$ cat src/rtl/clk_gen_pkg.sv
// clk_gen_pkg: shared types and constants for the multi-channel clock/tick generator.
//   CNT_W       width of period / high-time / phase fields
//   DEF_PERIOD  channel period after reset (Clk cycles)
//   DEF_HIGH    channel high time after reset (Clk cycles)
//   cfg_t       configuration payload {period, high[, phase]}
//   eff_period  clamps a programmed period to the minimum usable value of 2
// Optional feature macro: CLKGEN_PHASE_EN adds the phase field to cfg_t.
package clk_gen_pkg;

  localparam int unsigned CNT_W      = 16;
  localparam int unsigned DEF_PERIOD = 13;
  localparam int unsigned DEF_HIGH   = 6;

`ifdef CLKGEN_PHASE_EN
  typedef struct packed {
    logic [CNT_W-1:0] period;
    logic [CNT_W-1:0] high;
    logic [CNT_W-1:0] phase;
  } cfg_t;
`else
  typedef struct packed {
    logic [CNT_W-1:0] period;
    logic [CNT_W-1:0] high;
  } cfg_t;
`endif

  // A period below 2 cannot hold both a high and a low cycle; treat it as 2.
  function automatic logic [CNT_W-1:0] eff_period(input logic [CNT_W-1:0] period);
    return (period < CNT_W'(2)) ? CNT_W'(2) : period;
  endfunction

endpackage

$ cat src/rtl/clk_gen_ch.sv
// clk_gen_ch: one divider channel.
//   clk_i     system clock
//   rst_i     synchronous active-high reset
//   en_i      run enable
//   cfg_we_i  accepted configuration strobe (only asserted while not pending)
//   cfg_i     configuration payload written to the shadow register
//   pend_o    shadow holds a config not yet copied to the active register
//   div_o     registered divided clock level
//   tick_o    registered pulse in the last cycle of each period
// Optional feature macro: CLKGEN_PHASE_EN (enable edge starts the count at the phase).
module clk_gen_ch #(
  parameter int unsigned DEF_PERIOD = clk_gen_pkg::DEF_PERIOD,
  parameter int unsigned DEF_HIGH   = clk_gen_pkg::DEF_HIGH
) (
  input  logic              clk_i,
  input  logic              rst_i,
  input  logic              en_i,
  input  logic              cfg_we_i,
  input  clk_gen_pkg::cfg_t cfg_i,
  output logic              pend_o,
  output logic              div_o,
  output logic              tick_o
);
  import clk_gen_pkg::*;

`ifdef CLKGEN_PHASE_EN
  localparam cfg_t CFG_RST = '{period: CNT_W'(DEF_PERIOD),
                               high:   CNT_W'(DEF_HIGH),
                               phase:  '0};
`else
  localparam cfg_t CFG_RST = '{period: CNT_W'(DEF_PERIOD),
                               high:   CNT_W'(DEF_HIGH)};
`endif

  cfg_t             act_q, act_d;
  cfg_t             shd_q, shd_d;
  cfg_t             cur;
  logic [CNT_W-1:0] cnt_q, cnt_d;
  logic [CNT_W-1:0] p_old, p_cur, start;
  logic             pend_q, pend_d;
  logic             div_q, div_d;
  logic             tick_q, tick_d;
  logic             en_q;
  logic             wrap, apply;

  // Next-state: counter, config apply at period boundary, registered outputs.
  always_comb begin
    act_d  = act_q;
    shd_d  = shd_q;
    pend_d = pend_q;
    cnt_d  = '0;
    div_d  = 1'b0;
    tick_d = 1'b0;
    start  = '0;

    p_old = eff_period(act_q.period);
    wrap  = en_i & en_q & (cnt_q >= p_old - CNT_W'(1));
    // Safe apply points: running wrap, enable edge, or while disabled.
    apply = pend_q & (~en_i | ~en_q | wrap);
    cur   = apply ? shd_q : act_q;
    p_cur = eff_period(cur.period);

`ifdef CLKGEN_PHASE_EN
    start = (cur.phase >= p_cur - CNT_W'(1)) ? (p_cur - CNT_W'(1)) : cur.phase;
`endif

    if (apply) begin
      act_d  = shd_q;
      pend_d = 1'b0;
    end
    if (cfg_we_i) begin
      shd_d  = cfg_i;
      pend_d = 1'b1;
    end

    if (en_i) begin
      if (!en_q) begin
        cnt_d = start;
      end else if (wrap) begin
        cnt_d = '0;
      end else begin
        cnt_d = cnt_q + CNT_W'(1);
      end
      div_d  = (cnt_d < cur.high);
      tick_d = (cnt_d == p_cur - CNT_W'(1));
    end
  end

  // State registers.
  always_ff @(posedge clk_i) begin
    if (rst_i) begin
      act_q  <= CFG_RST;
      shd_q  <= CFG_RST;
      cnt_q  <= '0;
      pend_q <= 1'b0;
      div_q  <= 1'b0;
      tick_q <= 1'b0;
      en_q   <= 1'b0;
    end else begin
      act_q  <= act_d;
      shd_q  <= shd_d;
      cnt_q  <= cnt_d;
      pend_q <= pend_d;
      div_q  <= div_d;
      tick_q <= tick_d;
      en_q   <= en_i;
    end
  end

  assign pend_o = pend_q;
  assign div_o  = div_q;
  assign tick_o = tick_q;

endmodule

$ cat src/rtl/clk_gen_multi.sv
// clk_gen_multi: NUM_CH independent programmable clock/tick dividers of Clk.
//   Clk         system clock (rising edge)
//   Rst         synchronous active-high reset
//   Ch_en       per-channel run enable
//   Cfg_valid   configuration request
//   Cfg_ready   combinational: target channel has no pending config
//   Cfg_ch      target channel
//   Cfg_period  new period (values below 2 act as 2)
//   Cfg_high    new high time (0: always low, >= period: always high)
//   Cfg_phase   start count on enable edge (only with CLKGEN_PHASE_EN)
//   Div_clk     registered divided clock per channel
//   Tick        one-cycle pulse in the last cycle of each period
//   Pending     accepted config awaiting a period boundary
// Optional feature macro: CLKGEN_PHASE_EN.
// CNT_W must equal clk_gen_pkg::CNT_W, which sizes the config payload.
module clk_gen_multi #(
  parameter  int unsigned NUM_CH     = 4,
  parameter  int unsigned CNT_W      = clk_gen_pkg::CNT_W,
  parameter  int unsigned DEF_PERIOD = clk_gen_pkg::DEF_PERIOD,
  parameter  int unsigned DEF_HIGH   = clk_gen_pkg::DEF_HIGH,
  localparam int unsigned ID_W       = (NUM_CH > 1) ? $clog2(NUM_CH) : 1
) (
  input  logic              Clk,
  input  logic              Rst,
  input  logic [NUM_CH-1:0] Ch_en,
  input  logic              Cfg_valid,
  output logic              Cfg_ready,
  input  logic [ID_W-1:0]   Cfg_ch,
  input  logic [CNT_W-1:0]  Cfg_period,
  input  logic [CNT_W-1:0]  Cfg_high,
`ifdef CLKGEN_PHASE_EN
  input  logic [CNT_W-1:0]  Cfg_phase,
`endif
  output logic [NUM_CH-1:0] Div_clk,
  output logic [NUM_CH-1:0] Tick,
  output logic [NUM_CH-1:0] Pending
);
  import clk_gen_pkg::*;

  logic [NUM_CH-1:0] pend;
  logic              accept;
  cfg_t              cfg;

  // Channels outside NUM_CH never accept a config.
  assign Cfg_ready = (32'(Cfg_ch) < NUM_CH) ? ~pend[Cfg_ch] : 1'b0;
  assign accept    = Cfg_valid & Cfg_ready;
  assign Pending   = pend;

  // Pack the request into the shared payload.
  always_comb begin
    cfg        = '0;
    cfg.period = Cfg_period;
    cfg.high   = Cfg_high;
`ifdef CLKGEN_PHASE_EN
    cfg.phase  = Cfg_phase;
`endif
  end

  // One divider per channel; only the addressed channel sees the write strobe.
  for (genvar g = 0; g < NUM_CH; g++) begin : g_ch
    clk_gen_ch #(
      .DEF_PERIOD (DEF_PERIOD),
      .DEF_HIGH   (DEF_HIGH)
    ) u_ch (
      .clk_i    (Clk),
      .rst_i    (Rst),
      .en_i     (Ch_en[g]),
      .cfg_we_i (accept & (Cfg_ch == ID_W'(g))),
      .cfg_i    (cfg),
      .pend_o   (pend[g]),
      .div_o    (Div_clk[g]),
      .tick_o   (Tick[g])
    );
  end

endmodule

$ cat config.mk
export PLATFORM = sky130hd
export DESIGN_NAME = clk_gen_multi
export DESIGN_NICKNAME = d
export VERILOG_FILES = /design/src/rtl/clk_gen_pkg.sv /design/src/rtl/clk_gen_ch.sv /design/src/rtl/clk_gen_multi.sv
export SDC_FILE = /design/constraint.sdc
export NUM_CORES = 1
export LEC_CHECK = 0
export ABC_AREA = 1
export BUFFER_PORTS_ARGS = -buffer_cell sky130_fd_sc_hd__buf_4
export CORE_UTILIZATION = 50
export DETAILED_ROUTE_END_ITERATION = 10
export HOLD_SLACK_MARGIN = 0.12
export PLACE_DENSITY = 0.66
export SLEW_MARGIN = 10
export SYNTH_ARGS = -nofsm -noshare
export SYNTH_HDL_FRONTEND = slang
export SYNTH_SLANG_ARGS = --single-unit
$ cat constraint.sdc
create_clock -name Clk -period 9.8 [get_ports Clk]
set_input_delay 2.45 -clock Clk [delete_from_list [all_inputs] [get_ports Clk]]
set_output_delay 2.45 -clock Clk [all_outputs]
set_load 0.05 [all_outputs]
==> summary.md, run 1 <==
| Metric | Value |
|---|---|
| Status | `finished, final reports clean` |
| RSZ-0062 raised after global routing | `no` |
| Slew margin rel. | `0.340` |
| IO Pins | `54` |
| Largest cells by area after synthesis | `dfxtp_1 34%, nand2_1 10%, nor2_1 8.8%` |
| Routability cong. | `0.937` |
| Fraction of layout cells with a size suffix above 1 | `0.0744` |
| Std-Cell Rows | `72` |
| Core area | `38600 µm²` |
| Largest net degree at the start of global routing | `105` |
| EDFF count, synth | `0` |
| Antenna violations before repair | `0` |
| Vias per Instance | `5.19` |
| CTS Sinks | `336` |
| Global Route Usage Sum | `0.274` |
| Final net count | `3026` |
| Slowest cell on the critical path | `nand2_2` |
| Global route overflow | `0` |
| Chip width | `200 µm` |
| Die area | `40100 µm²` |
| Clock root cell | `clkbuf_16` |
| Max Root-Sink Buffers | `3` |
| Synth Flop Type | `dfxtp_1` |
| Critical Path RT | `10250 ps` |
| I/O Buffers | `53` |
| #FFs+latches synth | `336` |
| Total CTS buffers | `38` |
| Syn. warnings | `0` |
| Part of the power in registers | `0.443` |
| Post-Route WL | `54700 µm` |
| Yosys top cell area share | `0.343` |
| Int Pwr | `2.39 mW` |
| Sw Ratio | `0.252` |
| Post-CTS Setup Inserts | `0` |
| Synth Instances | `2848` |
| Crit Path Max Fanout | `47` |
| Met1 GRT Util | `0.377` |
| Clk network pwr share | `0.472` |
| Share of synthesized registers carrying an async set or reset | `0` |
| ANT nets after route | `0` |
| Post-CTS sizing | `0` |
| Post-DP HPWL | `40700 µm` |
| # hold bufs at CTS | `0` |
| Layout area overhead | `9.90%` |
| Syn avg cell area | `6.89 µm²` |
| Vias in the first global route | `16956` |
| Leakage | `9.93 nW` |
| Place WS | `3400 ps` |
| Filler Cell Count | `3814` |
| Arrival time worst endpoint | `6880 ps` |
| Cell with the most instances after synthesis | `nand2_1` |
| Slew @ Worst Pin | `990 ps` |
| First-pass GRT wire length | `88400 µm` |
| Met2 usage | `0.444` |
| Pwr dens | `148 nW/µm²` |
| Fin crit share | `0.656` |
| Most numerous cell on the critical path | `nand2_1` |
| DR iter-0 viols | `1234` |
| Ant diodes | `0` |
| Mapped Nets | `3025` |
| Busiest grt layer | `met2` |
| Synthesized area | `19600 µm²` |
| Register area share after synthesis | `0.343` |
| Via count | `17606` |
| Largest area contributor in the netlist | `dfxtp_1` |
| Setup TNS | `0 ps` |
| Drt drc | `0` |
| Die extent in y | `200 µm` |
| Period minus WS final | `6430 ps` |
| First-pass iteration count of the detailed router | `6` |
| Clk_skew | `19.5 ps` |
| Gate power share | `0.085` |
| Wire per inst | `16.1 µm` |
| Max Clock Freq | `0.156 GHz` |
| Final worst slack | `3370 ps` |
| CP startpoint kind | `flop` |
| Setup violations, final | `0` |
| Fin. max-slew vios | `0` |
| Sw Pwr | `807 µW` |
| Clk_lat worst skew | `560 ps` |
| Hold slack | `452 ps` |
| Largest vdd supply drop | `0.000146 V` |
| # H-tree levels | `2` |
| Initial Util | `0.508` |
| Critical Path End Type | `flop` |
| Top post-synthesis cells by count | `533 x nand2_1, 458 x nor2_1, 357 x inv_1, 336 x dfxtp_1, 221 x a21oi_1` |
| Final hold violation count | `0` |
| Worst hold path type | `flop to flop` |
| Library cells used by synthesis | `54` |
| Slowest cell delay on critical path | `740 ps` |
| Reg clk slew, reported paths | `60 ps` |
| Max_cap viols | `0` |
| CP Class | `flop to flop` |
| CTS tree | `done` |
| Global routing usage on met3 | `0.0405` |
## cells by family after synthesis
kind of cell	share of synthesized area
AO/OA/AOI/OAI	0.113
multiplexers	0.00459
flip-flops	0.343
buffers and inverters	0.0956
adder cells (fa/ha/maj)	0.0867
AND/OR/NAND/NOR	0.300
XOR/XNOR	0.0580
## layer usage
metal / wire length (µm) / up-vias
met5: 0 / -
met1: 26100 / 7978
met3: 2710 / 84
met2: 24500 / 397
met4: 1400 / 0
li1: - / 9147
## power by group through the flow
stage / sequential (mW) / clock [mW] / combinational [mW]
after floorplan: 1.44 / 0 / 0.192
after global placement: 1.45 / 0 / 0.267
after detailed placement: 1.45 / 0 / 0.269
after CTS: 1.42 / 1.54 / 0.271
after global routing: 1.42 / 1.59 / 0.304
final: 1.42 / 1.51 / 0.272
## state kept, by name, summed over array words and instances, names as in the netlist
signal and count:
g_ch.u_ch.act_q 128, g_ch.u_ch.shd_q 128, g_ch.u_ch.cnt_q 64, g_ch.u_ch.div_o 4, g_ch.u_ch.en_q 4, g_ch.u_ch.pend_o 4
g_ch.u_ch.tick_o 4
## per-stage QoR
step	power (mW)	utilization	std cells	cell area, µm²
2_1_floorplan	1.63	-	2848	19600
3_3_place_gp	1.71	0.524	3327	20300
3_5_place_dp	1.72	0.524	3327	20300
4_1_cts	3.23	0.558	3393	21600
5_1_grt	3.32	0.558	3393	21600
6_report	3.20	0.558	3393	21600
## path summary, 6_finish.rpt
kind	startpoint	to	slack [ps]	cells past startpoint
worst max register to register	g_ch[2].u_ch.act_q[23]	g_ch[2].u_ch.tick_o	3370	33
worst min-delay path	g_ch[0].u_ch.shd_q[6]	g_ch[0].u_ch.shd_q[6]	450	2
worst min register to register	g_ch[0].u_ch.shd_q[6]	g_ch[0].u_ch.shd_q[6]	450	2
worst max-delay path	g_ch[2].u_ch.act_q[23]	g_ch[2].u_ch.tick_o	3370	33
## worst max-delay path, delay by kind of cell (launching register included)
family                   cells  cell delay, ps
AO/OA/AOI/OAI                2             240
XOR/XNOR                     2             300
adder cells (fa/ha/maj)      2             410
buffers and inverters        1              80
flip-flops                   1             360
AND/OR/NAND/NOR             26            4900
## final cells by class
class / instances / area [µm²] / area share
flip-flops and latches: 336 / 6730 / 0.312
clock buffers: 51 / 1130 / 0.0524
well taps: 518 / 648 / 0.0300
inverters: 365 / 1370 / 0.0635
clock inverters: 15 / 190 / 0.00881
repair buffers: 64 / 480 / 0.0223
multi-input cells: 2044 / 11000 / 0.511
## cell usage in the layout, fill, tap and decap left out, types with 5 or more instances in the layout
master     Yosys  layout
dfxtp_1      336     336
or2_2          7       7
nand2_2       16      16
clkbuf_8       0      11
mux2i_1        9       9
nor4_1        11      11
xor2_1        96      96
inv_2          5       5
clkbuf_16      0      39
inv_1        357     356
xnor2_1       34      34
nor3_1        43      43
nand3_2        5       5
ha_1         136     136
nor3_2         6       6
nor2_2        16      16
nor2_1       458     458
o21ai_2        5       5
buf_4         17      64
nand3_1      185     185
a21oi_1      221     221
nand4_1       52      52
o211ai_1       9       9
clkinv_2       0       7
o21ai_1       10      10
o21ai_0      136     136
nand2_1      533     533
No activity file was read; power rests on OpenSTA's default activity.
==> inputs of run 2 (changes only) <==
Settings changed: ABC_AREA 1 to 0, PLACE_DENSITY 0.66 to 0.69.
Clock period 9.8 ns to 5.5 ns, I/O delays scaled along.
==> summary.md, run 2 <==
| Metric | Value |
|---|---|
| Via count | `17577` |
| First-pass iteration count of the detailed router | `8` |
| Cell with the most instances after synthesis | `nand2_1` |
| CTS tree | `done` |
| Core area | `37800 µm²` |
| Top post-synthesis cells by count | `369 x nand2_1, 336 x dfxtp_1, 276 x nor2_1, 176 x a21oi_1, 138 x mux2i_1` |
| Vias in the first global route | `16739` |
| Syn avg cell area | `8.14 µm²` |
| Pwr dens | `237 nW/µm²` |
| Clock root cell | `clkbuf_16` |
| Vias per Instance | `5.63` |
| Library cells used by synthesis | `71` |
| Critical Path RT | `5970 ps` |
| Clk_skew | `15.4 ps` |
| Largest regs | `g_ch.u_ch.act_q x128, g_ch.u_ch.shd_q x128, g_ch.u_ch.cnt_q x64` |
| Die extent in y | `198 µm` |
| EDFF count, synth | `0` |
| Mux cell area share after synthesis | `0.0778` |
| Std-Cell Rows | `71` |
| Leakage | `10.6 nW` |
| Share of synthesized registers carrying an async set or reset | `0` |
| Antenna violations before repair | `1` |
| DR iter-0 viols | `1290` |
| Initial Util | `0.510` |
| Fin crit share | `1.06` |
| Fin cells | `3121` |
| Die area | `39400 µm²` |
| Layout area overhead | `24.3%` |
| Reg clk slew, reported paths | `60 ps` |
| Compound-cell area share of the yosys netlist | `0.104` |
| FF/Latch Area | `6730 µm²` |
| Clk_lat worst skew | `570 ps` |
| Place WS | `-577 ps` |
| Synthesized area | `19300 µm²` |
| Largest area contributor in the netlist | `dfxtp_1` |
| Slew margin rel. | `0.169` |
| Hold slack | `453 ps` |
| Final worst slack | `-305 ps` |
| Worst hold endpoint | `g_ch[3].u_ch.shd_q[10]` |
| Total CTS buffers | `38` |
| ANT nets after route | `0` |
| Post-placement cell count | `3001` |
| Final hold violation count | `0` |
| Reg-to-Reg Start | `g_ch[0].u_ch.act_q[26]` |
| # H-tree levels | `2` |
| Max Root-Sink Buffers | `3` |
| CP Class | `flop to flop` |
| Simple-gate share of the synthesized area | `0.255` |
| Global route overflow | `0` |
| Setup TNS | `-375 ps` |
| Period minus WS final | `5810 ps` |
| Status | `finished with violations` |
| First-pass GRT wire length | `89900 µm` |
| Most frequent cells in the layout | `366 x nand2_1, 330 x dfxtp_1, 273 x buf_4, 267 x nor2_1, 165 x a21oi_1` |
| Failing checks | `setup timing` |
| Reg2Reg Depth | `28` |
| RSZ-0062 raised after global routing | `yes` |
| Max_cap viols | `0` |
| Post-Route WL | `58500 µm` |
| Synth Flop Type | `dfxtp_1` |
| Critical Path End Type | `flop` |
| Worst hold path type | `flop to flop` |
| Syn. warnings | `0` |
| Mapped Nets | `2546` |
| Largest net degree at the start of global routing | `87` |
| Yosys top cell area share | `0.349` |
| Largest cells by area after synthesis | `dfxtp_1 35%, ha_1 8.8%, nand2_1 7.2%` |
| Arrival time worst endpoint | `6280 ps` |
| Fraction of layout cells with a size suffix above 1 | `0.199` |
| Chip width | `198 µm` |
| Ant diodes | `0` |
| Register area share after synthesis | `0.349` |
| Hold Crit Depth | `2` |
| Synth Instances | `2369` |
| Post-DP HPWL | `41900 µm` |
| Routability cong. | `0.946` |
| Final net count | `2758` |
| Slowest cell on the critical path | `or3b_2` |
| Slew @ Worst Pin | `1250 ps` |
| Most common cell after layout, fill and taps aside | `nand2_1` |
| R2R setup slack | `-310 ps` |
| Critical hold path startpoint | `g_ch[3].u_ch.shd_q[10]` |
| Filler Cell Count | `3281` |
| Slowest cell delay on critical path | `460 ps` |
| CTS Sinks | `336` |
| XOR/XNOR share of the synthesized area | `0.0885` |
| Global Route Usage Sum | `0.291` |
| Post-layout util | `0.634` |
| I/O Buffers | `53` |
| Max Clock Freq | `0.172 GHz` |
| Setup violations, final | `2` |
| Drt drc | `0` |
| Largest family of logic cells by synthesized area | `simple AND/OR/NAND/NOR gates` |
| CP startpoint kind | `flop` |
| Wire per inst | `18.7 µm` |
| Crit Path Max Fanout | `3` |
| RR Endpoint | `g_ch[0].u_ch.tick_o` |
| IO Pins | `54` |
| #FFs+latches synth | `336` |
| Largest vdd supply drop | `0.000233 V` |
| Adder-Cell Fraction of Synth Area | `0.0882` |
| Fin. max-slew vios | `0` |
| Multi-input logic area | `12700 µm²` |
[run 2: changes by cell type in the layout (fill, tap and decap cells not counted), moves of 48 or more]
cell / delta
inv_1: -308
buf_4: +209
nor2_1: -191
nand2_1: -167
nand3_1: -139
mux2i_1: +117
o21ai_0: -104
xnor2_1: +79
a21oi_1: -56
nand2b_1: +48
[run 2: power by group]
group,internal [mW],switching [mW]
registers,2.48,0.0452
clock network,1.68,1.07
logic,0.160,0.256
[run 2: area by class of cell]
class / instances / share of cell area
clock buffers: 55 / 0.0491
clock inverters: 14 / 0.00746
inverters: 48 / 0.00751
multi-input cells: 1862 / 0.529
flip-flops and latches: 336 / 0.281
well taps: 511 / 0.0267
repair buffers: 295 / 0.0992
[run 2: logic make-up (layout without fill, tap and decap cells)]
family	after synthesis	count (layout)
and+or+nand+nor	1049	1049
adders and majority gates	136	136
muxes	148	148
DFF	336	336
xor gates and xnor gates	195	195
buffers and inverters	171	412
AOI/OAI and AO/OA	334	334
[run 2: per-layer routing]
layer,global-route usage,vias up,routed length [µm]
met3,0.0424,135,3430
met4,0.119,2,2480
met5,0,-,8
met1,0.389,8331,25800
met2,0.470,536,26700
li1,-,8573,-
[run 2: worst max-delay path: cells and delay by family (launching register included)]
kind / cells / cell delay, ps
and+or+nand+nor: 13 / 2880
AOI/OAI and AO/OA: 8 / 1420
adders and majority gates: 3 / 560
buffers and inverters: 3 / 370
DFF: 1 / 340
xor gates and xnor gates: 1 / 140
[run 2: metrics by stage]
stage               area (µm²)  power, mW
floorplan                19700       2.80
global placement         21500       2.94
detailed placement       21500       2.95
CTS                      23200       5.69
global route             24000       5.85
finish                   24000       5.68
[run 2: worst max-delay path by stage]
stage,start,end,cells after the start
after floorplan,g_ch[0].u_ch.act_q[21],g_ch[0].u_ch.tick_o,33
after global placement,g_ch[0].u_ch.act_q[28],g_ch[0].u_ch.tick_o,30
after detailed placement,g_ch[0].u_ch.act_q[28],g_ch[0].u_ch.tick_o,30
after CTS,g_ch[0].u_ch.act_q[26],g_ch[0].u_ch.tick_o,28
after global routing,g_ch[0].u_ch.act_q[26],g_ch[0].u_ch.tick_o,29
final,g_ch[0].u_ch.act_q[26],g_ch[0].u_ch.tick_o,28
[run 2: timing repair]
action,CTS,global route
setup endpoints to repair,7,8
buffers inserted,18,31
gates cloned,1,3
resized for setup,44,102
pin swaps,26,68
hold buffers,0,0
